`config.mk`:
```
export PLATFORM = sky130hd
export DESIGN_NAME = mr_rd_sched_flat
export DESIGN_NICKNAME = d
export VERILOG_FILES = /design/src/rtl/mr_rd_sched_if.sv /design/src/rtl/mr_rd_sched.sv /design/src/flat_wrapper.sv
export SDC_FILE = /design/constraint.sdc
export NUM_CORES = 1
export LEC_CHECK = 0
export CAP_MARGIN = 20
export CORE_MARGIN = 2
export CORE_UTILIZATION = 48
export DETAILED_ROUTE_END_ITERATION = 8
export MAX_ROUTING_LAYER = met4
export PLACE_DENSITY = 0.8
export SLEW_MARGIN = 30
export SYNTH_ARGS = -nofsm -noshare
export SYNTH_HDL_FRONTEND = slang
export SYNTH_SLANG_ARGS = --single-unit
```
`constraint.sdc`:
```
create_clock -name clk -period 2.3 [get_ports clk]
set_input_delay 0.345 -clock clk [delete_from_list [all_inputs] [get_ports clk]]
set_output_delay 0.345 -clock clk [all_outputs]
set_load 0.01 [all_outputs]
```
`src/rtl/mr_rd_sched_if.sv`:
```
// mr_rd_sched_if
// Groups the MR-stage request/response, fetch request/response and the
// shared memory read bus used by mr_rd_sched.
//   master : scheduler side (drives mem_rd_*, read_finished/mem_val,
//            if_ack/if_data; receives requests and bus responses)
//   slave  : environment side (MR stage, fetch unit and memory)
interface mr_rd_sched_if;
  logic        mr_req;
  logic [31:0] mr_addr;
  logic        if_req;
  logic [31:0] if_addr;
  logic        mem_rd_req;
  logic [31:0] mem_rd_addr;
  logic        mem_rd_ack;
  logic [31:0] mem_rd_data;
  logic        read_finished;
  logic [31:0] mem_val;
  logic        if_ack;
  logic [31:0] if_data;

  modport master (
    input  mr_req, mr_addr, if_req, if_addr, mem_rd_ack, mem_rd_data,
    output mem_rd_req, mem_rd_addr, read_finished, mem_val, if_ack, if_data
  );

  modport slave (
    output mr_req, mr_addr, if_req, if_addr, mem_rd_ack, mem_rd_data,
    input  mem_rd_req, mem_rd_addr, read_finished, mem_val, if_ack, if_data
  );
endinterface

```
`src/rtl/mr_rd_sched.sv`:
```
// mr_rd_sched
// Arbitrates the single shared memory read port between the MR stage
// (operand / indirect-target reads) and instruction fetch. Unaligned MR
// reads are split into two aligned word accesses and merged
// little-endian. MR has fixed priority, bounded by a starvation counter
// that forces a fetch grant after STARVE_MAX consecutive MR grants.
// Ports:
//   clk  : clock
//   rst  : synchronous active-high reset
//   bus  : mr_rd_sched_if.master (MR/fetch requests and results, memory bus)
module mr_rd_sched #(
  parameter int unsigned STARVE_MAX = 4
) (
  input  logic               clk,
  input  logic               rst,
  mr_rd_sched_if.master      bus
);

  typedef enum logic [2:0] {
    IDLE, MR_LO, MR_HI, IF_RD, MR_DONE, IF_DONE
  } state_t;

  localparam logic [3:0] SMAX = 4'(STARVE_MAX);

  state_t      state_q;
  logic        req_q;
  logic [31:0] addr_q;
  logic        rf_q;
  logic [31:0] val_q;
  logic        ifack_q;
  logic [31:0] ifdata_q;
  logic [3:0]  starve_q;
  logic [31:0] lo_q;
  logic [1:0]  off_q;
  logic        ack_v;

  // Little-endian merge of two consecutive words starting at byte offset off.
  function automatic logic [31:0] merge_words(input logic [31:0] hi,
                                              input logic [31:0] lo,
                                              input logic [1:0]  off);
    logic [63:0] cat;
    cat = {hi, lo} >> {off, 3'b000};
    return cat[31:0];
  endfunction

  // An ack only counts while a request is actually on the bus; this also
  // drops stray acks that arrive after a reset.
  assign ack_v = bus.mem_rd_ack && req_q;

  always_ff @(posedge clk) begin
    if (rst) begin
      state_q  <= IDLE;
      req_q    <= 1'b0;
      addr_q   <= 32'd0;
      rf_q     <= 1'b0;
      val_q    <= 32'd0;
      ifack_q  <= 1'b0;
      ifdata_q <= 32'd0;
      starve_q <= 4'd0;
      lo_q     <= 32'd0;
      off_q    <= 2'd0;
    end else begin
      rf_q    <= 1'b0;
      ifack_q <= 1'b0;
      case (state_q)
        IDLE: begin
          if (!bus.if_req) starve_q <= 4'd0;
          // The word address is loaded at grant; the request itself goes
          // out one cycle later from the access state.
          if (bus.if_req && (starve_q == SMAX || !bus.mr_req)) begin
            state_q  <= IF_RD;
            addr_q   <= bus.if_addr & 32'hFFFF_FFFC;
            starve_q <= 4'd0;
          end else if (bus.mr_req) begin
            state_q <= MR_LO;
            addr_q  <= {bus.mr_addr[31:2], 2'b00};
            off_q   <= bus.mr_addr[1:0];
            if (bus.if_req && starve_q != SMAX) starve_q <= starve_q + 4'd1;
          end
        end
        MR_LO: begin
          if (!req_q) begin
            req_q <= 1'b1;
          end else if (ack_v) begin
            if (off_q == 2'd0) begin
              req_q <= 1'b0;
              if (bus.mr_req) begin
                val_q   <= bus.mem_rd_data;
                rf_q    <= 1'b1;
                state_q <= MR_DONE;
              end else begin
                state_q <= IDLE;
              end
            end else begin
              // Second word follows back-to-back; address wraps at 2^32.
              lo_q    <= bus.mem_rd_data;
              addr_q  <= addr_q + 32'd4;
              state_q <= MR_HI;
            end
          end
        end
        MR_HI: begin
          if (ack_v) begin
            req_q <= 1'b0;
            if (bus.mr_req) begin
              val_q   <= merge_words(bus.mem_rd_data, lo_q, off_q);
              rf_q    <= 1'b1;
              state_q <= MR_DONE;
            end else begin
              state_q <= IDLE;
            end
          end
        end
        IF_RD: begin
          if (!req_q) begin
            req_q <= 1'b1;
          end else if (ack_v) begin
            req_q <= 1'b0;
            if (bus.if_req) begin
              ifdata_q <= bus.mem_rd_data;
              ifack_q  <= 1'b1;
              state_q  <= IF_DONE;
            end else begin
              state_q <= IDLE;
            end
          end
        end
        // Done states never grant, so the still-high request of the
        // requester that just completed is not re-issued.
        MR_DONE: state_q <= IDLE;
        IF_DONE: state_q <= IDLE;
        default: state_q <= IDLE;
      endcase
    end
  end

  assign bus.mem_rd_req    = req_q;
  assign bus.mem_rd_addr   = addr_q;
  assign bus.read_finished = rf_q;
  assign bus.mem_val       = val_q;
  assign bus.if_ack        = ifack_q;
  assign bus.if_data       = ifdata_q;

endmodule

```
`src/flat_wrapper.sv`:
```
// flat-port wrapper written by rule: the top's interface ports become plain ports
module mr_rd_sched_flat 
#(
  parameter int unsigned STARVE_MAX = 4
)
  (clk, rst, bus_mr_req, bus_mr_addr, bus_if_req, bus_if_addr, bus_mem_rd_ack, bus_mem_rd_data, bus_mem_rd_req, bus_mem_rd_addr, bus_read_finished, bus_mem_val, bus_if_ack, bus_if_data);
  mr_rd_sched_if bus_i ();
  input  logic clk;
  input  logic rst;
  input wire logic [$bits(bus_i.mr_req)-1:0] bus_mr_req;
  input wire logic [$bits(bus_i.mr_addr)-1:0] bus_mr_addr;
  input wire logic [$bits(bus_i.if_req)-1:0] bus_if_req;
  input wire logic [$bits(bus_i.if_addr)-1:0] bus_if_addr;
  input wire logic [$bits(bus_i.mem_rd_ack)-1:0] bus_mem_rd_ack;
  input wire logic [$bits(bus_i.mem_rd_data)-1:0] bus_mem_rd_data;
  output wire logic [$bits(bus_i.mem_rd_req)-1:0] bus_mem_rd_req;
  output wire logic [$bits(bus_i.mem_rd_addr)-1:0] bus_mem_rd_addr;
  output wire logic [$bits(bus_i.read_finished)-1:0] bus_read_finished;
  output wire logic [$bits(bus_i.mem_val)-1:0] bus_mem_val;
  output wire logic [$bits(bus_i.if_ack)-1:0] bus_if_ack;
  output wire logic [$bits(bus_i.if_data)-1:0] bus_if_data;
  assign bus_i.mr_req = bus_mr_req;
  assign bus_i.mr_addr = bus_mr_addr;
  assign bus_i.if_req = bus_if_req;
  assign bus_i.if_addr = bus_if_addr;
  assign bus_i.mem_rd_ack = bus_mem_rd_ack;
  assign bus_i.mem_rd_data = bus_mem_rd_data;
  assign bus_mem_rd_req = bus_i.mem_rd_req;
  assign bus_mem_rd_addr = bus_i.mem_rd_addr;
  assign bus_read_finished = bus_i.read_finished;
  assign bus_mem_val = bus_i.mem_val;
  assign bus_if_ack = bus_i.if_ack;
  assign bus_if_data = bus_i.if_data;
  mr_rd_sched #(.STARVE_MAX(STARVE_MAX)) u_core (.clk(clk), .rst(rst), .bus(bus_i));
endmodule
```
==> metrics, run 1 <==
status=completed; worst vdd ir=0.5042 mV; WL per Instance=around 18 um; commonest non-fill, non-tap cells in the layout=clkdlybuf4s50_1 (194), nand2_1 (154), dfxtp_1 (137); Setup WS post-layout=around 0.23 ns; die area=0.01569 sq mm; Crit path max-delay family=simple AND/OR/NAND/NOR gates; Worst EP required=about 2.7 ns; Compound-Gate Fraction of Synth Area=16.33%; drt pass-1 iters=7; r2r setup slk=0.23 ns; vias=7018; initial antenna violation count=0; placed cell areas=between 0.009 and 0.01 sq mm; cell count after synthesis=809; final-layout fill cell count=1135; RSZ-0062 raised after global routing=false; Clk Tree Root Cell=clkbuf_16; main combinational cell family by area after synthesis=multiplexers; gpl congestion=approximately 0.86; minimum clock period=2.068 ns; post-synthesis mux area share=20.09%; crit-path cells=or3b_1 -> or3_1 -> buf_4 -> or4_1 -> a31oi_1; Final Instance Area=0.009972 sq mm; Finish-stage setup viols=0; Hold Crit Class=input pin to flip-flop; clock slew at reported path FFs=around 0.070 ns; row count=44; Max-cap violations=0; Max Buffers Root-to-Sink=2; Final Hold Fails=0; Worst Skew=0.007175 ns; CTS tree=done; Final Cycle Share=between 80 and 90%; # DRC=0; Starting Density=48.93%; post_cts resized=0; Via density=around 5.9; final layout net count=roughly 1100; Synth Area in Adders=less than 1%; Netlist cell types=52; Setup crit end kind=flip-flop; Hold-fix buffers, CTS=0; number of global-route vias before repair=6363; Synth Area in Simple Gates=19.45%; number of flops mapped to enable cells by yosys=0; # diodes=0; total CTS buffers=17; commonest non-fill, non-tap cell in the layout=clkdlybuf4s50_1; Chip Width=125.3 um; post-synthesis sequential area ratio=39.14%; synthesized area per cell=8.724 sq um; Yosys warnings=0; Post-DRT Antenna Nets=0; FFs w/ async S/R, synth=0%; I/O Buffers=195; worst slack, placed=~0.045 ns; CP bufs+invs=1; Worst Setup SP=u_core.state_q[2]; Area contributors post-synth=dfxtp_1 (39%), mux4_2 (10%), nand2_1 (8.2%); M3 GR Usage=6.718%; Lkg Pwr=approximately 3.6 nW; Top FF cell, synth=dfxtp_1; post-synth top area cell=dfxtp_1; Area growth, synth to finish=41.29%; clock sink count=138; max-slew violation count=0; core area=0.01442 sq mm; final WL=around 21000 um; met2 usage=40.89%; HPWL Detailed=15030 um; GRT Util Overall=27.85%; DR iter-0 viols=779; CP max FO=16; # IOs=200; pin count of the biggest net entering global routing=108; area of the mapped netlist=0.007058 sq mm; Power Dens Cells=676.5 mW/mm^2; post-CTS setup buffer count=0; met1 usage=about two fifths; post-route setup TNS=0 ns; Worst Path Arrival=roughly 2.4 ns; Die H=125.3 um; Critical Path Start Type=flip-flop; Worst-Skew Late Latency=around 0.43 ns; min-delay src=rst; area fraction of the dominant cell type after synthesis=39.14%; kind of critical path=flip-flop to flip-flop; H-tree levels=4; GRT Residual Overflow=0; Post-Synth XOR/XNOR Area=0%; wire length of the first global-routing pass=about 34000 um; share of layout cells above drive strength 1=~14%; Yosys reg bits=138; CP max stage delay=0.51 ns; Max Fclk=483.6 MHz; reg2reg start=u_core.state_q[2]; Most Crowded Layer GR=met2; critical path's slowest cell=or4_1
[routing by layer]
layer  vias to the layer above  share of wire (%)
met2                       356                 46
li1                       3341                  -
met4                         0                1.9
met1                      3291                 44
met5                         -                  0
met3                        30                8.8
[area by class of cell]
class / count / area (sq um) / area share [%]
inverter: 6 / 22.52 / 0.2258
tap: 184 / 230.2 / 2.309
timing repair buffer: 240 / 2350 / 23.56
clock buffer: 17 / 425.4 / 4.266
sequential: 138 / 2764 / 27.72
multi-input combinational: 598 / 4024 / 40.35
clock inverter: 15 / 156.4 / 1.568
[stage by stage]
stage / util (%) / hold WS, ns / power, mW / cells
floorplan: - / 0.4334 / 3.391 / 810
global placement: 65.10 / 0.4402 / 4.054 / 1166
detailed placement: 65.10 / 0.4490 / 4.079 / 1166
CTS: 69.14 / 0.2920 / 6.766 / 1198
global route: 69.14 / 0.3158 / 7.015 / 1198
finish: 69.14 / 0.3106 / 6.746 / 1198
[path summary, 6_finish.rpt]
check / endpoint / depth (start not counted)
max: u_core.bus.mem_rd_addr[31] / 5
min: u_core.bus.mem_rd_addr[9] / 2
max reg2reg: u_core.bus.mem_rd_addr[31] / 5
min reg2reg: u_core.bus.if_data[25] / 2
[flip-flops by register name, summed over array words and instances, names as in the netlist]
register / count
u_core.bus.if_ack: 1
u_core.bus.if_data: 32
u_core.bus.mem_rd_addr: 30
u_core.bus.mem_rd_req: 1
u_core.bus.mem_val: 32
u_core.bus.read_finished: 1
u_core.lo_q: 32
u_core.off_q: 2
u_core.starve_q: 4
u_core.state_q: 3
[Yosys cell counts (all sizes together), types with 2 or more instances]
cell and number:
clkbuf 41, a31oi 14, o221a 2, nor4 5, o211ai 2, buf 27, nor2 65, a221oi 3
inv 6, and3 7, mux4 32, nand3b 6, o22ai 3, nand3 22, a21oi 87, o21ai 13
or4 4, a22oi 11, nand2 155, mux2 21, nor3 12, mux2i 46, ha 3, a211oi 34
o32a 3, or3 11, and2 6, nand4 11, dfxtp 138, a21o 2
[logic make-up after synthesis]
kind of cell	after synthesis
other	1
AND/OR/NAND/NOR	309
adder cells (fa/ha/maj)	3
multiplexers	99
flip-flops	138
buffers and inverters	74
AO/OA/AOI/OAI	185
[where the power goes]
part / switching, mW / total (mW) / internal, mW / leakage (nW)
Clock: 1.17 / 2.70 / 1.53 / 0.284
Combinational: 0.688 / 1.41 / 0.724 / 2.17
Sequential: 0.129 / 2.64 / 2.51 / 1.12
Total: 1.98 / 6.75 / 4.76 / 3.57
Note: power is estimated with default switching activity, not from simulation.
==> run 2, diff against run 1 <==
==> constraint.sdc (replaced) <==
create_clock -name clk -period 2.1 [get_ports clk]
set_input_delay 0.315 -clock clk [delete_from_list [all_inputs] [get_ports clk]]
set_output_delay 0.315 -clock clk [all_outputs]
set_load 0.01 [all_outputs]
==> run 2 against run 1 <==
Net effect:
- final cell count is 2.3% higher
- cell area is 3.0% higher
- worst hold slack worse by 0.088 ns
- non-clock buffer count is 26 higher
- sequential share of layout area is 0.81 points lower
- sequential power is 9.5% higher
- via count is 2.3% higher
- count of clock-buffer cells in the layout stayed put
- largest cell class unchanged
- total power is 13% higher
==> metrics, run 2 (same netlist as run 1, synthesis figures left out) <==
H-tree levels=4 (unchanged); Switch Pwr=2.148 mW (+8.3%); Die H=125.3 um (unchanged); Via density=5.860 (about the same); r2r setup slk=0.04 ns (-0.19 ns); die area=0.01569 sq mm (unchanged); Starting Density=48.93% (unchanged); Finish-stage setup viols=0 (unchanged); Max Fclk=485.9 MHz (+0.47%); commonest non-fill, non-tap cell in the layout=clkdlybuf4s50_1; # IOs=200 (unchanged); crit-path cells=nand2_1 -> buf_4 -> o32a_1 -> buf_4 -> a22oi_1 -> o221ai_1; Seq pwr share=37.9% (-1.2 points); Clk Tree Root Cell=clkbuf_16; status=completed; minimum clock period=2.058 ns (-0.009662 ns); Multi-input gate area=0.004045 sq mm (+0.53%); pin count of the biggest net entering global routing=124 (+15%); Worst-Margin Slew=0.5605 ns; Worst-Skew Late Latency=0.42 ns (about the same); Relative slew margins=62.63%; Clk network pwr share=40.8% (+0.8 points); wire length of the first global-routing pass=35340 um (+4.2%); Worst Setup SP=u_core.bus.mem_rd_req; switching share of power=28.14% (-1.3 points); clock slew at reported path FFs=0.06 ns (about the same); critical path's slowest cell=o32a_1; vias=7178 (+2.3%); HPWL Detailed=15560 um (+3.6%); share of layout cells above drive strength 1=16.43% (+2.5 points); final-layout fill cell count=1069 (-5.8%); kind of critical path=flip-flop to flip-flop; Max-cap violations=0 (unchanged); Max Buffers Root-to-Sink=2 (unchanged); # DRC=0 (unchanged); final WL=22700 um (+6.2%); Post-DRT Antenna Nets=0 (unchanged); worst vdd ir=0.5734 mV (+14%); GRT Util Overall=28.95% (+1.1 points); clock sink count=138 (unchanged); total CTS buffers=17 (unchanged); Int Pwr=5.485 mW (+15%); drt pass-1 iters=5 (-2); R2R depth=6 (+1); Area growth, synth to finish=45.56%; commonest non-fill, non-tap cells in the layout=clkdlybuf4s50_1 (194), nand2_1 (154), dfxtp_1 (137); CP max stage delay=0.48 ns (-0.03 ns); initial antenna violation count=0 (unchanged); Worst Skew=0.006880 ns (-0.0002953 ns); WL per Instance=18.53 um (+3.8%); max-slew violation count=0 (unchanged); Hold Crit Class=input pin to flip-flop; Comb pwr share=21.3% (+0.4 points); Worst EP required=2.38 ns (-0.28 ns); reg-to-reg endpoint=u_core.bus.mem_rd_addr[27]; min-delay src=rst; hold slack=0.2224 ns (-0.08815 ns); cell mode on critical path=buf_4; # diodes=0 (unchanged); core area=0.01442 sq mm (unchanged); Hold EP=u_core.bus.mem_rd_addr[6]; hold path depth=2 (unchanged); CTS tree=done; I/O Buffers=195 (unchanged); Register Area=0.002764 sq mm (unchanged); CP max FO=15 (-1); Worst Path Arrival=2.34 ns (-0.08 ns); final std cells w/o fill=1225 (+2.3%); Lkg Pwr=3.729 nW (+4.4%); Final Hold Fails=0 (unchanged); Critical Path Start Type=flip-flop; GRT Residual Overflow=0 (unchanged); number of global-route vias before repair=6777 (+6.5%); Chip Width=125.3 um (unchanged); Power Dens Cells=742.9 mW/mm^2 (+9.8%); dpl cells=1184 (+1.5%); Final Cycle Share=98.00% (+8.1 points); DR iter-0 viols=656 (-16%); gpl congestion=0.8845 (+2.6%); row count=44 (unchanged); final layout net count=1132 (+2.4%); reg2reg start=u_core.bus.mem_rd_req; Setup crit end kind=flip-flop
## run 2: cell count changes in the layout (fill, tap and decap cells not counted), moves of 2 or more
cell,before,now
buf_4,41,62
buf_12,5,9
bufinv_16,1,3
clkinvlp_4,1,3
inv_6,7,5
inv_8,2,0
## run 2: repair_timing
| item | in CTS | in global routing |
|---|---|---|
| gates resized for setup | 1 | 3 |
| cloned | 0 | 1 |
| hold buffers | 0 | 0 |
| pin swaps | 0 | 3 |
| setup buffers | 0 | 9 |
| endpoints found under the setup margin | 1 | 4 |
## run 2: stage by stage
step           cell area [sq um]  setup slack, ns   TNS, ns  power [mW]  util, %
3_3_place_gp                9588          -0.1468    -1.573       4.492    66.47
2_1_floorplan               7063           0.1012         0       3.714        -
6_report                   10270          0.04195         0       7.632    71.23
3_5_place_dp                9588          -0.2323    -2.572       4.523    66.47
4_1_cts                    10210         0.004063         0       7.610    70.76
5_1_grt                    10270         -0.07911  -0.07998       7.911    71.23
## run 2: routing by layer
metal,GRT usage (%),wire length (um),vias to the layer above
met1,38.68,9750,3390
met4,10.59,702,0
met3,5.991,1886,44
met2,43.67,10360,357
li1,-,-,3387
met5,-,0,-
## run 2: cell type report
cell class	instances	area share (%)
clock inverter	15	1.827
inverter	6	0.2192
timing repair buffer	266	25.30
tap	184	2.241
multi-input combinational	599	39.37
clock buffer	17	4.141
sequential	138	26.90
## run 2: critical path, delay by kind of cell, from the launching register on
kind                   cells  cell delay (ns)
flip-flops                 1             0.38
AO/OA/AOI/OAI              3             0.88
buffers and inverters      2             0.46
AND/OR/NAND/NOR            1             0.18
## run 2: power groups by stage
stage               Combinational [mW]  Clock, mW  Sequential [mW]
floorplan                        0.747          0             2.97
global placement                  1.56          0             2.94
detailed placement                1.58          0             2.94
CTS                               1.59       3.13             2.89
global route                      1.74       3.27             2.91
finish                            1.63       3.11             2.89
## run 2: worst max path at each step
stage | end | slack, ns | cells past startpoint
after floorplan | u_core.bus.mem_rd_addr[24] | 0.10 | 6
after global placement | u_core.bus.mem_rd_addr[31] | -0.15 | 6
after detailed placement | u_core.bus.mem_rd_addr[31] | -0.23 | 6
after CTS | u_core.bus.mem_rd_addr[31] | 0.004 | 5
after global routing | u_core.bus.mem_rd_addr[27] | -0.08 | 6
final | u_core.bus.mem_rd_addr[27] | 0.04 | 6
